File: config.mk
export PLATFORM = sky130hd
export DESIGN_NAME = mux4_rr_scheduler
export DESIGN_NICKNAME = d
export VERILOG_FILES = /design/src/rtl/mux4_rr_scheduler.sv
export SDC_FILE = /design/constraint.sdc
export NUM_CORES = 1
export LEC_CHECK = 0
export BUFFER_PORTS_ARGS = -buffer_cell sky130_fd_sc_hd__buf_2
export CAP_MARGIN = 15
export CELL_PAD_IN_SITES_DETAIL_PLACEMENT = 0
export CELL_PAD_IN_SITES_GLOBAL_PLACEMENT = 1
export CORE_UTILIZATION = 38
export DETAILED_ROUTE_END_ITERATION = 12
export GPL_TIMING_DRIVEN = 0
export PLACE_DENSITY = 0.82
export SLEW_MARGIN = 20
export SYNTH_ARGS = -nofsm -noshare
export SYNTH_HDL_FRONTEND = slang
export SYNTH_SLANG_ARGS = --single-unit
File: constraint.sdc
create_clock -name clk -period 2.09 [get_ports clk]
set_input_delay 0.418 -clock clk [delete_from_list [all_inputs] [get_ports clk]]
set_output_delay 0.418 -clock clk [all_outputs]
set_load 0.005 [all_outputs]
File: src/rtl/mux4_rr_scheduler.sv
// Round-robin scheduler that owns the select and strobe lines of BLOCKS
// 4-input muxes sharing one select bus.
//
// Parameters:
//   BLOCKS    number of mux blocks strobed together by Enable_bar
//   HOLD_MAX  maximum consecutive cycles a single grant may last (1..256)
//
// Ports:
//   clk         clock, all state changes on its rising edge
//   reset       synchronous active-high reset
//   req[3:0]    per-channel request for the shared path
//   grant[3:0]  one-hot owner of the path, or zero
//   Select[1:0] mux select lines
//   Enable_bar  active-low mux strobes, one per block
//   busy        high while a grant is active
//
// All outputs are registered. Select only moves on an edge leaving IDLE or
// GUARD, where the strobes were already high, so the mux never sees a select
// change while enabled.
module mux4_rr_scheduler #(
  parameter int unsigned BLOCKS   = 2,
  parameter int unsigned HOLD_MAX = 8
) (
  input  logic              clk,
  input  logic              reset,
  input  logic [3:0]        req,
  output logic [3:0]        grant,
  output logic [1:0]        Select,
  output logic [BLOCKS-1:0] Enable_bar,
  output logic              busy
);

  localparam int unsigned CntW = (HOLD_MAX > 1) ? $clog2(HOLD_MAX) : 1;
  localparam logic [CntW-1:0] CntLast = CntW'(HOLD_MAX - 1);

  typedef enum logic [1:0] {
    StIdle,
    StGrant,
    StGuard
  } state_e;

  state_e          state_q;
  logic [1:0]      ptr_q;
  logic [CntW-1:0] cnt_q;

  logic       win_valid;
  logic [1:0] win_idx;
  logic [1:0] cand;

  // Search ptr, ptr+1, ptr+2, ptr+3; iterating from the far end lets the
  // nearest asserted request overwrite the farther ones.
  always_comb begin
    win_valid = 1'b0;
    win_idx   = ptr_q;
    cand      = ptr_q;
    for (int k = 3; k >= 0; k--) begin
      cand = ptr_q + 2'(k);
      if (req[cand]) begin
        win_valid = 1'b1;
        win_idx   = cand;
      end
    end
  end

  // Select doubles as the index of the current owner while in StGrant.
  always_ff @(posedge clk) begin
    if (reset) begin
      state_q    <= StIdle;
      ptr_q      <= 2'd0;
      cnt_q      <= '0;
      grant      <= 4'b0000;
      Select     <= 2'd0;
      Enable_bar <= '1;
      busy       <= 1'b0;
    end else begin
      unique case (state_q)
        StIdle, StGuard: begin
          if (win_valid) begin
            state_q    <= StGrant;
            Select     <= win_idx;
            grant      <= 4'b0001 << win_idx;
            Enable_bar <= '0;
            busy       <= 1'b1;
            cnt_q      <= '0;
          end else begin
            state_q <= StIdle;
          end
        end
        StGrant: begin
          if (req[Select] && (cnt_q < CntLast)) begin
            cnt_q <= cnt_q + CntW'(1);
          end else begin
            // Released or timed out: owner drops to lowest priority.
            state_q    <= StGuard;
            ptr_q      <= Select + 2'd1;
            grant      <= 4'b0000;
            Enable_bar <= '1;
            busy       <= 1'b0;
          end
        end
        default: state_q <= StIdle;
      endcase
    end
  end

endmodule
==> results.md <==
Critical path:
- The maximum net fanout on the critical path is 7.
- The slowest cell on the critical path is sky130_fd_sc_hd__mux4_2.
- The worst setup path is of the reg -> reg kind.
- The type of element capturing the critical path is a flip-flop.
- At the worst endpoint, the required time is about 2300 ps.
- The stage delay of the slowest cell on the critical path is 530 ps.
- The number of buffer and inverter instances along the worst setup path is 0.
- The critical path goes through mux4_2 > and2_4 > nand2b_4 > a32oi_1 > nor2_1.
- The kind of cell adding the most delay to the critical path is multiplexers.
- Data arrives at the worst endpoint at 1840 ps.
- Across all register-to-register paths, the minimum setup slack is 410 ps.
- The type of origin of the critical path is a flip-flop.

Timing:
- The worst hold margin is a little under 400 ps.
- The slew of the pin with the lowest slew margin is 558 ps.
- The post-route setup TNS is 0 ps.
- The final-report max-slew violation count is 0.
- The final critical path time including I/O delays and setup is 1680 ps.
- The number of setup violations in the final report is 0.
- The final worst-path cycle share is 80.2%.
- Setup repair after global routing left no endpoint under its margin.
- Derived from the worst setup path, the maximum achievable clock frequency is 0.596 GHz.
- Headroom to the max-slew limit came out at 62.8%.
- Clock skew on the completed layout was measured at 2.24 ps.
- The count of endpoints failing hold in the final timing report is 0.

Cells and area:
- The area overhead of the layout relative to synthesis is 17.3%.
- The finished layout cell area is 867 sq um.
- The number of antenna repair diodes is 0.
- In the final layout, the share of cells above drive strength 1 is 27.7%.
- In the final design database the tool counted between 100 and 150 nets.
- The filler cells instantiated in the layout total around 190.
- Measured on the finished design, the core utilization comes to approximately half.

Detailed routing:
- The count of unresolved DRC violations after routing is 0.
- The detail route stage leaves a number of antenna-violating nets equal to 0.
- The post-detailed-route wirelength per cell is 12.7 um.
- The detailed-route vias per instance is 5.24.
- The number of optimization iterations in the first detailed-route pass is 3.
- The total length of routed wires is roughly 1600 um.
- Detailed routing inserted a total of 660 vias.
- For this block, the initial DRC count from the detailed router was 2.

Synth:
- After synthesis, flip-flops and latches occupy 40.6% of the total area.
- The cell taking the most area after synthesis is sky130_fd_sc_hd__dfxtp_1.
- The post-synthesis async set-or-reset flop share is 0%.
- The cell area that synthesis handed to floorplanning was 739 sq um.
- The most used flip-flop cell after synthesis is sky130_fd_sc_hd__dfxtp_1.
- The cell count after synthesis is slightly above 80.
- Synthesis instantiated 34 different standard cells from the library.
- The number of nets handed over by synthesis was 90.
- The number of flops mapped to enable cells by yosys is 0.
- The synthesized design devotes to its leading area cell type around 41% of total area.
- By count the netlist is led by 15 x sky130_fd_sc_hd__dfxtp_1, 11 x sky130_fd_sc_hd__nor2_1, 6 x sky130_fd_sc_hd__a21oi_1, 6 x sky130_fd_sc_hd__nand3_1, 5 x sky130_fd_sc_hd__nand2_1.
- The synthesis-stage register bit count is 15.
- The most common cell in the synthesized netlist is sky130_fd_sc_hd__dfxtp_1.
- The average instance area after synthesis is approximately 9 sq um.
- By area the synthesized netlist is led by sky130_fd_sc_hd__dfxtp_1 41%, sky130_fd_sc_hd__nor2_1 5.6%, sky130_fd_sc_hd__a21oi_1 4.1%.
- The Yosys step of the flow raised 0 warnings.

Power:
- The switching share of power is between 30% and 40%.
- The static leakage is between 0.0003 and 0.0004 uW.
- The clock share of power is 25.8%.
- Overall power consumption after layout is estimated at 657 uW.
- Of the total power, combinational logic draws 24.0%.
- Cell internal power was estimated by the tool at about 460 uW.
- Dividing total power by cell area gives a power density of about 760 nW/um^2.
- For this design the total switching power over the nets is ~200 uW.
- The register share of total power is 50.2%.
- The highest ir drop seen on vdd is 0.426 mV.

Global routing:
- The largest net degree at the start of global routing is 11.
- The total global routing track utilization is 18.6%.
- The residual overflow from global routing is 0.
- The via count of the first global-routing pass is about 630.
- The global-route wire length before repair is 2710 um.
- The initial antenna violation count is 0.

Floorplan:
- The number of standard-cell rows in the floorplan is 15.
- The die is 46.1 um tall.
- 15 I/O pins were placed.
- The floorplan step defined a die boundary enclosing 2130 sq um.
- The effective utilization at floorplan is 41.5%.
- The overall die width is approximately 46 um.
- The core region is 1780 sq um.

Clock tree:
- The clock net in this run drives a total of 15 sinks.
- The H-tree depth is 1.
- The TritonCTS clock tree is done.
- The number of gates given a new drive strength after cts is 0.
- The cell at the root of the clock tree is sky130_fd_sc_hd__clkbuf_4.
- In this run the deepest clock path goes through 2 buffers.
- The buffers inserted during post-CTS setup optimization is 0.
- The clock latency on the worst-skew pair is 290 ps.
- The number of CTS-inserted buffers is 3.
- The clock transition time at the flip-flop clock pins of the worst setup and hold paths is around 90 ps.
- Hold repair after CTS inserted 0 buffers.

Placed design:
- The final RePlAce weighted congestion is 0.857.
- The cell area reported after detailed placement is 841 sq um.
- Detailed placement finished with a half-perimeter wire length of 1190 um.
- Port buffering added 14 buffers.

Flow run:
- The number of max-cap violations is 0.

Worst hold path:
- The type of the most critical hold path is in -> reg.

Status:
- The run finished with clean final reports.
[final cells by class]
| cell class | instances | area, sq um | area share, % |
|---|---|---|---|
| Clock buffer | 4 | 26.3 | 3.03 |
| Tap cell | 25 | 31.3 | 3.61 |
| Multi-Input combinational cell | 64 | 420 | 48.5 |
| Inverter | 1 | 3.75 | 0.433 |
| Buffer | 3 | 15.0 | 1.73 |
| Sequential cell | 15 | 300 | 34.6 |
| Timing Repair Buffer | 14 | 70.1 | 8.08 |
[cells in the final DEF, fill, tap and decap left out, drive strengths merged, types with 2 or more instances in the layout]
master  netlist  layout
dfxtp        15      15
a211oi        2       2
buf           1      15
or3           2       2
o21ai         3       3
a21oi         7       7
clkbuf        2       6
nor2b         3       3
nand3         6       6
nand2b        4       4
nand2         6       6
nor3          3       3
xor2          2       2
nor2         12      12
[power by group through the flow]
| stage | registers [uW] | logic, uW | clock network (uW) |
|---|---|---|---|
| floorplan | 335 | 109 | 0 |
| global placement | 336 | 157 | 0 |
| detailed placement | 337 | 160 | 0 |
| CTS | 330 | 160 | 176 |
| global route | 333 | 177 | 188 |
| finish | 330 | 158 | 170 |
[cell families (layout without fill, tap and decap cells)]
logic type / after synthesis / in the layout / synth area share, %
AO/OA/AOI/OAI: 21 / 21 / 20.5
XOR/XNOR: 2 / 2 / 2.37
adder cells (fa/ha/maj): 1 / 1 / 1.69
buffers and inverters: 4 / 22 / 2.54
flip-flops: 15 / 15 / 40.6
multiplexers: 1 / 1 / 3.05
AND/OR/NAND/NOR: 39 / 39 / 29.3
[final timing paths]
check / to / cells past startpoint / from
max reg2reg: grant[1] / 5 / Select[1]
max: grant[1] / 5 / Select[1]
min: Select[1] / 2 / reset
min reg2reg: grant[0] / 2 / grant[0]
[state kept, by name, indices dropped and copies added (netlist names)]
name / cells
Enable_bar: 1
busy: 1
Select: 2
state_q: 2
cnt_q: 3
grant: 4
ptr_q: 2
[per-stage QoR]
stage | std cells | setup slack [ps]
floorplan | 83 | 503
global placement | 122 | 307
detailed placement | 122 | 292
CTS | 126 | 396
global route | 126 | 323
finish | 126 | 413
[routing by layer]
metal | routed length (um) | up-vias | share of wire, % | track usage (%)
met3 | 52 | 2 | 3.3 | 6.27
met2 | 807 | 10 | 51 | 31.5
met5 | 0 | - | 0 | 0
met4 | 12 | 0 | 0.75 | 7.06
li1 | - | 337 | - | -
met1 | 725 | 311 | 45 | 21.4
(Power assumes the default switching activity.)
